### src/rtl/alu_issue_sched_pkg.sv
// Shared types for the ALU issue scheduler: micro-op layout, scheduler entry
// layout and the operand-source helper used at dispatch.
package alu_issue_sched_pkg;

  localparam int XLEN    = 32;
  localparam int PHYS_W  = 6;
  localparam int ROB_W   = 5;
  localparam int EPOCH_W = 2;

  typedef enum logic [3:0] {
    ALU_ADD  = 4'd0,
    ALU_SUB  = 4'd1,
    ALU_AND  = 4'd2,
    ALU_OR   = 4'd3,
    ALU_XOR  = 4'd4,
    ALU_SLL  = 4'd5,
    ALU_SRL  = 4'd6,
    ALU_SRA  = 4'd7,
    ALU_SLT  = 4'd8,
    ALU_SLTU = 4'd9,
    ALU_LUI  = 4'd10
  } alu_op_e;

  typedef enum logic [1:0] {
    SRC_RS1 = 2'd0,
    SRC_RS2 = 2'd1,
    SRC_IMM = 2'd2,
    SRC_PC  = 2'd3
  } src_sel_e;

  // Decoded ALU bundle produced by the decoder.
  typedef struct packed {
    alu_op_e         op;
    logic            uses_rs1;
    logic            uses_rs2;
    src_sel_e        src1_select;
    src_sel_e        src2_select;
    logic [XLEN-1:0] imm;
  } alu_bundle_t;

  // Renamed micro-op as handed over by rename/dispatch.
  typedef struct packed {
    alu_bundle_t        bundle;
    logic [ROB_W-1:0]   rob_idx;
    logic [EPOCH_W-1:0] epoch;
    logic [PHYS_W-1:0]  prd_new;
    logic [PHYS_W-1:0]  prs1;
    logic [PHYS_W-1:0]  prs2;
  } rs_uop_t;

  // One scheduler slot: the uop plus captured operand values.
  typedef struct packed {
    logic            valid;
    rs_uop_t         uop;
    logic            rdy1;
    logic            rdy2;
    logic [XLEN-1:0] val1;
    logic [XLEN-1:0] val2;
  } sched_entry_t;

  // An operand needs a physical register value only when it is used and the
  // source mux actually selects a register.
  function automatic logic src_needs_reg(input logic uses, input src_sel_e sel);
    return uses && ((sel == SRC_RS1) || (sel == SRC_RS2));
  endfunction

endpackage

### src/rtl/alu_issue_sched_pick.sv
// Combinational oldest-first picker. age[i][j]=1 means entry i is older than
// entry j. An entry wins when it requests and no other requester is older.
module alu_issue_sched_pick #(
  parameter int N     = 8,
  parameter int IDX_W = $clog2(N)
) (
  input  logic [N-1:0]        req,
  input  logic [N-1:0][N-1:0] age,
  output logic [N-1:0]        grant,
  output logic [IDX_W-1:0]    idx
);

  logic [N-1:0] older;

  // Grant each requester that has no older requester.
  always_comb begin
    grant = '0;
    older = '0;
    for (int i = 0; i < N; i++) begin
      older = '0;
      for (int j = 0; j < N; j++) begin
        older[j] = req[j] && age[j][i] && (j != i);
      end
      grant[i] = req[i] && !(|older);
    end
  end

  // Encode the one-hot grant to an index.
  always_comb begin
    idx = '0;
    for (int i = 0; i < N; i++) begin
      if (grant[i]) idx = IDX_W'(i);
    end
  end

endmodule

### src/rtl/alu_issue_sched.sv
// Data-capture issue scheduler in front of the single ALU. Buffers up to DEPTH
// micro-ops, captures operands at dispatch or from the wakeup bus, and issues
// the oldest fully ready entry.
//
// Handshakes: a transfer happens at a rising edge where valid && ready are
// both 1. Once iss_valid is raised it stays raised with the same uop and
// operand values until iss_ready is seen (unless reset or a flush kills the
// entry). disp_ready depends only on registered state and flush_valid, never
// on disp_valid.
module alu_issue_sched
  import alu_issue_sched_pkg::*;
#(
  parameter int DEPTH = 8,
  parameter int CNT_W = $clog2(DEPTH + 1)
) (
  input  logic               clk,
  input  logic               rst_n,
  input  logic               disp_valid,
  output logic               disp_ready,
  input  rs_uop_t            disp_uop,
  input  logic               disp_rs1_rdy,
  input  logic               disp_rs2_rdy,
  input  logic [XLEN-1:0]    disp_rs1_val,
  input  logic [XLEN-1:0]    disp_rs2_val,
  input  logic               wk_valid,
  input  logic [PHYS_W-1:0]  wk_prd,
  input  logic [XLEN-1:0]    wk_data,
  output logic               iss_valid,
  input  logic               iss_ready,
  output rs_uop_t            iss_uop,
  output logic [XLEN-1:0]    iss_rs1_val,
  output logic [XLEN-1:0]    iss_rs2_val,
  input  logic               flush_valid,
  input  logic [EPOCH_W-1:0] flush_epoch,
  output logic [CNT_W-1:0]   occupancy
);

  localparam int IDX_W = $clog2(DEPTH);

  sched_entry_t               ents   [DEPTH];
  sched_entry_t               ents_n [DEPTH];
  logic [DEPTH-1:0][DEPTH-1:0] age_q, age_n;
  logic                       lock_q, lock_n;
  logic [IDX_W-1:0]           lock_idx_q, lock_idx_n;
  logic [CNT_W-1:0]           occ_q, occ_n;

  logic [DEPTH-1:0]           valid_vec, req_vec, grant;
  logic [IDX_W-1:0]           pick_idx, sel_idx, free_idx;
  logic                       pick_any;
  logic                       disp_fire, iss_fire;
  logic                       need1, need2;
  sched_entry_t               new_ent;

  // Valid and request vectors straight from entry registers.
  always_comb begin
    for (int i = 0; i < DEPTH; i++) begin
      valid_vec[i] = ents[i].valid;
      req_vec[i]   = ents[i].valid && ents[i].rdy1 && ents[i].rdy2;
    end
  end

  alu_issue_sched_pick #(
    .N     (DEPTH),
    .IDX_W (IDX_W)
  ) u_pick (
    .req   (req_vec),
    .age   (age_q),
    .grant (grant),
    .idx   (pick_idx)
  );

  assign pick_any  = |grant;
  assign sel_idx   = lock_q ? lock_idx_q : pick_idx;
  assign iss_valid = lock_q || pick_any;
  assign iss_fire  = iss_valid && iss_ready;

  assign disp_ready = !rst_n && (occ_q < CNT_W'(DEPTH)) && !flush_valid;
  assign disp_fire  = disp_valid && disp_ready;
  assign occupancy  = occ_q;

  // Issue port driven from the selected entry; zero while nothing is offered.
  always_comb begin
    iss_uop     = '0;
    iss_rs1_val = '0;
    iss_rs2_val = '0;
    if (iss_valid) begin
      iss_uop     = ents[sel_idx].uop;
      iss_rs1_val = ents[sel_idx].val1;
      iss_rs2_val = ents[sel_idx].val2;
    end
  end

  // Lowest-index free slot from registered state.
  always_comb begin
    free_idx = '0;
    for (int i = DEPTH - 1; i >= 0; i--) begin
      if (!valid_vec[i]) free_idx = IDX_W'(i);
    end
  end

  assign need1 = src_needs_reg(disp_uop.bundle.uses_rs1, disp_uop.bundle.src1_select);
  assign need2 = src_needs_reg(disp_uop.bundle.uses_rs2, disp_uop.bundle.src2_select);

  // Build the entry written on dispatch, including same-cycle wakeup capture.
  always_comb begin
    new_ent       = '0;
    new_ent.valid = 1'b1;
    new_ent.uop   = disp_uop;
    if (!need1 || (disp_uop.prs1 == '0)) begin
      new_ent.rdy1 = 1'b1;
    end else if (disp_rs1_rdy) begin
      new_ent.rdy1 = 1'b1;
      new_ent.val1 = disp_rs1_val;
    end else if (wk_valid && (wk_prd == disp_uop.prs1)) begin
      new_ent.rdy1 = 1'b1;
      new_ent.val1 = wk_data;
    end
    if (!need2 || (disp_uop.prs2 == '0)) begin
      new_ent.rdy2 = 1'b1;
    end else if (disp_rs2_rdy) begin
      new_ent.rdy2 = 1'b1;
      new_ent.val2 = disp_rs2_val;
    end else if (wk_valid && (wk_prd == disp_uop.prs2)) begin
      new_ent.rdy2 = 1'b1;
      new_ent.val2 = wk_data;
    end
  end

  // Next state: wakeup, issue free, flush kill, dispatch allocate, lock, count.
  always_comb begin
    for (int i = 0; i < DEPTH; i++) ents_n[i] = ents[i];
    age_n      = age_q;
    lock_n     = lock_q;
    lock_idx_n = lock_idx_q;

    for (int i = 0; i < DEPTH; i++) begin
      if (ents[i].valid && wk_valid) begin
        if (!ents[i].rdy1 && (ents[i].uop.prs1 == wk_prd)) begin
          ents_n[i].rdy1 = 1'b1;
          ents_n[i].val1 = wk_data;
        end
        if (!ents[i].rdy2 && (ents[i].uop.prs2 == wk_prd)) begin
          ents_n[i].rdy2 = 1'b1;
          ents_n[i].val2 = wk_data;
        end
      end
    end

    // The ALU already accepted it, so a flush cannot undo the handshake.
    if (iss_fire) ents_n[sel_idx].valid = 1'b0;

    if (flush_valid) begin
      for (int i = 0; i < DEPTH; i++) begin
        if (ents[i].uop.epoch != flush_epoch) ents_n[i].valid = 1'b0;
      end
    end

    // New entry is younger than every entry currently holding a slot.
    if (disp_fire) begin
      ents_n[free_idx] = new_ent;
      for (int j = 0; j < DEPTH; j++) begin
        age_n[free_idx][j] = 1'b0;
        age_n[j][free_idx] = ents[j].valid;
      end
    end

    if (iss_fire) begin
      lock_n = 1'b0;
    end else if (iss_valid) begin
      lock_n     = 1'b1;
      lock_idx_n = sel_idx;
    end
    if (lock_n && flush_valid && (ents[lock_idx_n].uop.epoch != flush_epoch)) begin
      lock_n = 1'b0;
    end

    occ_n = '0;
    for (int i = 0; i < DEPTH; i++) begin
      occ_n = occ_n + CNT_W'(ents_n[i].valid);
    end
  end

  // State registers with asynchronous active-high reset.
  always_ff @(posedge clk or posedge rst_n) begin
    if (rst_n) begin
      for (int i = 0; i < DEPTH; i++) ents[i] <= '0;
      age_q      <= '0;
      lock_q     <= 1'b0;
      lock_idx_q <= '0;
      occ_q      <= '0;
    end else begin
      for (int i = 0; i < DEPTH; i++) ents[i] <= ents_n[i];
      age_q      <= age_n;
      lock_q     <= lock_n;
      lock_idx_q <= lock_idx_n;
      occ_q      <= occ_n;
    end
  end

endmodule

### config.mk
export PLATFORM = sky130hd
export DESIGN_NAME = alu_issue_sched
export DESIGN_NICKNAME = d
export VERILOG_FILES = /design/src/rtl/alu_issue_sched_pkg.sv /design/src/rtl/alu_issue_sched_pick.sv /design/src/rtl/alu_issue_sched.sv
export SDC_FILE = /design/constraint.sdc
export NUM_CORES = 2
export LEC_CHECK = 0
export BUFFER_PORTS_ARGS = -buffer_cell sky130_fd_sc_hd__buf_2
export CAP_MARGIN = 0
export CORE_AREA = 2 2 352 528
export CTS_BUF_LIST = sky130_fd_sc_hd__clkbuf_4
export CTS_CLUSTER_DIAMETER = 40
export CTS_CLUSTER_SIZE = 16
export DETAILED_ROUTE_END_ITERATION = 12
export DIE_AREA = 0 0 354 530
export PLACE_DENSITY = 0.58
export SYNTH_ARGS = -nofsm -noshare
export SYNTH_HDL_FRONTEND = slang
export SYNTH_SLANG_ARGS = --single-unit
### constraint.sdc
create_clock -name clk -period 43.7 [get_ports clk]
set_input_delay 2.185 -clock clk [delete_from_list [all_inputs] [get_ports clk]]
set_output_delay 2.185 -clock clk [all_outputs]
set_load 0.05 [all_outputs]
==> summary.md <==
| Metric | Value |
|---|---|
| Worst-path fanout max | 84 |
| Later-pin clock latency in the skew report | 1.20 ns |
| Final setup vio count | 0 |
| Final number of max-transition violations | 0 |
| Clock Tree Buf Depth | 4 |
| Width of the die | ~350 µm |
| Arrival time at the worst endpoint | 7.46 ns |
| Layout net count | 6996 |
| Setup Crit Path Kind | flip-flop to primary output |
| Count of cell types in the netlist | 61 |
| Post-detailed-placement half-perimeter wirelength | 122000 µm |
| Post-CTS setup-driven buffer insertion count | 0 |
| Post-Synthesis Cells | approximately 7000 |
| Required @ worst endpoint | 41.51 ns |
| Number of global-route vias before repair | approximately 50000 |
| Synth-to-layout area growth | 9.65% |
| Antenna violations before repair | 38 |
| Reg clk slew, reported paths | between 0.1 and 0.15 ns |
| Resized Gates After CTS | 0 |
| Kind of end point of the critical path | primary output |
| Maximum number of pins on one net before global-route repair | 177 |
| Fillers | roughly 19000 |
| Routed wire length | 220000 µm |
| Category of the worst setup path launch point | flip-flop |
| Global-route wire length before repair | roughly 330000 µm |
| Slew HR | 20.2% |
| Synth area leader | dfrtp_1 |
| Total routing resource utilization after global routing | 22.9% |
| CTS Buf Count | about 160 |
| Number of synthesized flops with an enable pin | 0 |
| GRT overflow | 0 |
| Core footprint | 0.184 mm² |
| Vias per std cell | 5.49 |
| Maximum capacitance violations | 0 |
| Total power per unit cell area | approximately 40 mW/mm² |
| Area of the die | 0.188 mm² |
| Starting utilization of the core area | 32.8% |
| Total non-filler cell area in the finished layout | 0.0660 mm² |
| Synthesized netlist net count | 7064 |
| Vertical extent of the die | 530 µm |
| Worst Tran Pin Value | approximately 1.2 ns |
| DRC errors left | 0 |
| Leading cell types by total area after synthesis | dfrtp_1 (47%), nand2_1 (15%), mux2i_1 (8.6%) |
| # H-tree levels | 4 |
| Leakage power | 28.7 nW |
| CTS tree | built |
| Placed Instance Area | 0.0634 mm² |
| Clock tree skew after final layout | 0.155 ns |
| Share of layout cells above drive strength 1 | 12.4% |
| Most used DFF post-synth | dfrtp_1 |
| Clock sink total | 1136 |
| Peak supply drop | approximately 0.029 mV |
| Setup TNS | 0 ns |
| Post-Syn Area per Cell | 8.74 µm² |
| Post-synthesis register bit count | around 1100 |
| Ports placed on the boundary | 316 |
| Core occupancy in the finished layout | 35.9% |
| Detail Route Antenna Nets | 0 |
| Number of buffer cells added on primary ports | 315 |
| Placement Rows | roughly 190 |
| Count of hold-fix buffers inserted at cts | 0 |
| Number of detailed-routing iterations run before antenna repair | 6 |
| Asr flop ratio synth | 100% |
| RSZ-0062 raised after global routing | false |
| Fmax | 0.104 GHz |
| Ys Warns | 0 |
| Minimum clock period | slightly below 10 ns |
| Kind of path behind the tightest hold check | flip-flop to flip-flop |
| Routed wirelength normalized by instance count | ~23 µm |
| Crit share post-route | 22.1% |
| Synth Cell Area | 0.0601 mm² |
| RD Place Congestion | 0.865 |
| Root buffer selected by CTS | clkbuf_4 |
| Result of the run | complete, no violations |
| Final hold violation count | 0 |
| Via count | 51500 |
| Number of DRC markers after the initial detailed-route iteration | 4565 |
| Area share of the leading cell type in the synthesized netlist | 47.3% |
| Part of the Yosys area used for sequential elements | 47.3% |
[metal layers]
| metal | track usage [%] | share of wire [%] | up-vias |
|---|---|---|---|
| met5 | 0 | 0.12 | - |
| met4 | 8.89 | 3.8 | 42 |
| met3 | 4.45 | 7.6 | 539 |
| met2 | 38.1 | 47 | 2114 |
| met1 | 29.3 | 41 | 25500 |
| li1 | - | - | 23300 |
[final timing paths]
check,from,endpoint,slack (ns),cells past startpoint
worst max-delay path,ents[133],iss_uop[30],34.06,14
worst min-delay path,ents[531],ents[531],0.48,2
worst max register to register,ents[401],occupancy[1],37.57,19
worst min register to register,ents[531],ents[531],0.48,2
max in group asynchronous,rst_n,ents[857],38.36,6
min in group asynchronous,rst_n,ents[934],1.13,2
[synthesized netlist by cell type, types with 6 or more instances]
cell type  instances
inv_1             40
nand4_1           41
o21ai_0          567
nor2_1           175
a311o_1          234
nor4_1            17
a22o_1             9
clkbuf_1         531
and2_1            70
a31oi_1           20
nor3b_1           32
a211oi_1         263
nor2b_1          200
mux2i_1          516
a21oi_1          189
a311oi_1          28
xor2_1            70
and3_1             8
nand3_1           17
a21o_1             6
buf_1             31
dfrtp_1         1136
o21a_1            14
buf_2             62
xnor2_1           56
nand2_1         2333
buf_4              8
a22oi_1            8
mux2_2           135
[critical path, stage by stage (launching register included)]
cell	delay [ns]
dfrtp_1	0.72
nand4_1	0.33
o2111ai_1	0.24
nor3_1	0.16
nor2_1	0.12
o21ai_0	0.18
a2bb2oi_4	0.23
buf_4	0.63
buf_4	0.83
buf_4	0.79
buf_4	0.71
a211oi_1	0.17
a311o_1	0.36
a21oi_1	0.26
buf_2	0.32
[flip-flops by register name (all words and copies together), names as in the netlist]
register	flops
lock_idx_q	3
age_q	56
lock_q	1
occupancy	4
ents	1072
[cell families after synthesis]
kind of cell               after synthesis  share of synthesized area, %
DFF                                   1136                          47.3
and+or+nand+nor                       2909                          19.9
muxes                                  655                          11.3
adders and majority gates                7                         0.196
buffers and inverters                  673                          4.38
xor gates and xnor gates               126                          1.83
AOI/OAI and AO/OA                     1372                          15.2
[layout make-up]
class / instances / area [µm²] / area share, %
multi-input cells: 5069 / 29400 / 44.6
clock inverters: 111 / 1190 / 1.81
clock buffers: 172 / 1290 / 1.96
well taps: 2437 / 3050 / 4.62
inverters: 40 / 158 / 0.239
diodes: 16 / 40.0 / 0.0607
flip-flops and latches: 1136 / 28400 / 43.1
repair buffers: 402 / 2380 / 3.61
[placed cells by master (no fill, tap or decap), types with 9 or more instances in the layout]
| cell | Yosys | routed |
|---|---|---|
| a211oi_1 | 263 | 263 |
| a21oi_1 | 189 | 189 |
| a22o_1 | 9 | 9 |
| a311o_1 | 234 | 234 |
| a311oi_1 | 28 | 28 |
| a31oi_1 | 20 | 20 |
| and2_1 | 70 | 70 |
| buf_12 | 0 | 12 |
| buf_2 | 62 | 315 |
| buf_4 | 8 | 75 |
| bufinv_16 | 0 | 18 |
| clkbuf_4 | 0 | 172 |
| clkinv_1 | 0 | 21 |
| clkinv_2 | 0 | 15 |
| clkinv_4 | 0 | 16 |
| clkinvlp_4 | 0 | 18 |
| dfrtp_1 | 1136 | 1136 |
| diode_2 | 0 | 16 |
| inv_1 | 40 | 39 |
| inv_6 | 0 | 13 |
| mux2_2 | 135 | 135 |
| mux2i_1 | 516 | 516 |
| nand2_1 | 2333 | 2328 |
| nand3_1 | 17 | 16 |
| nand4_1 | 41 | 41 |
| nor2_1 | 175 | 151 |
| nor2_4 | 0 | 24 |
| nor2b_1 | 200 | 200 |
| nor3b_1 | 32 | 32 |
| nor4_1 | 17 | 16 |
| o21a_1 | 14 | 14 |
| o21ai_0 | 567 | 567 |
| xnor2_1 | 56 | 56 |
| xor2_1 | 70 | 70 |
[power breakdown]
part / leakage, nW / internal (mW) / switching, mW
sequential: 15.6 / 1.12 / 0.0461
combinational: 11.8 / 0.173 / 0.517
clock: 1.32 / 0.318 / 0.459
total: 28.7 / 1.61 / 1.02
[stage by stage]
step                setup slack, ns  power [mW]  hold slack, ns  instances
floorplan                      9.52        1.65           0.438       6878
global placement              35.48        1.86           0.449       9084
detailed placement            35.44        1.87           0.454       9084
CTS                           34.05        2.66           0.480       9367
global route                  33.62        2.75           0.506       9374
finish                        34.06        2.63           0.479       9383
Note: power is estimated with default switching activity, not from simulation.
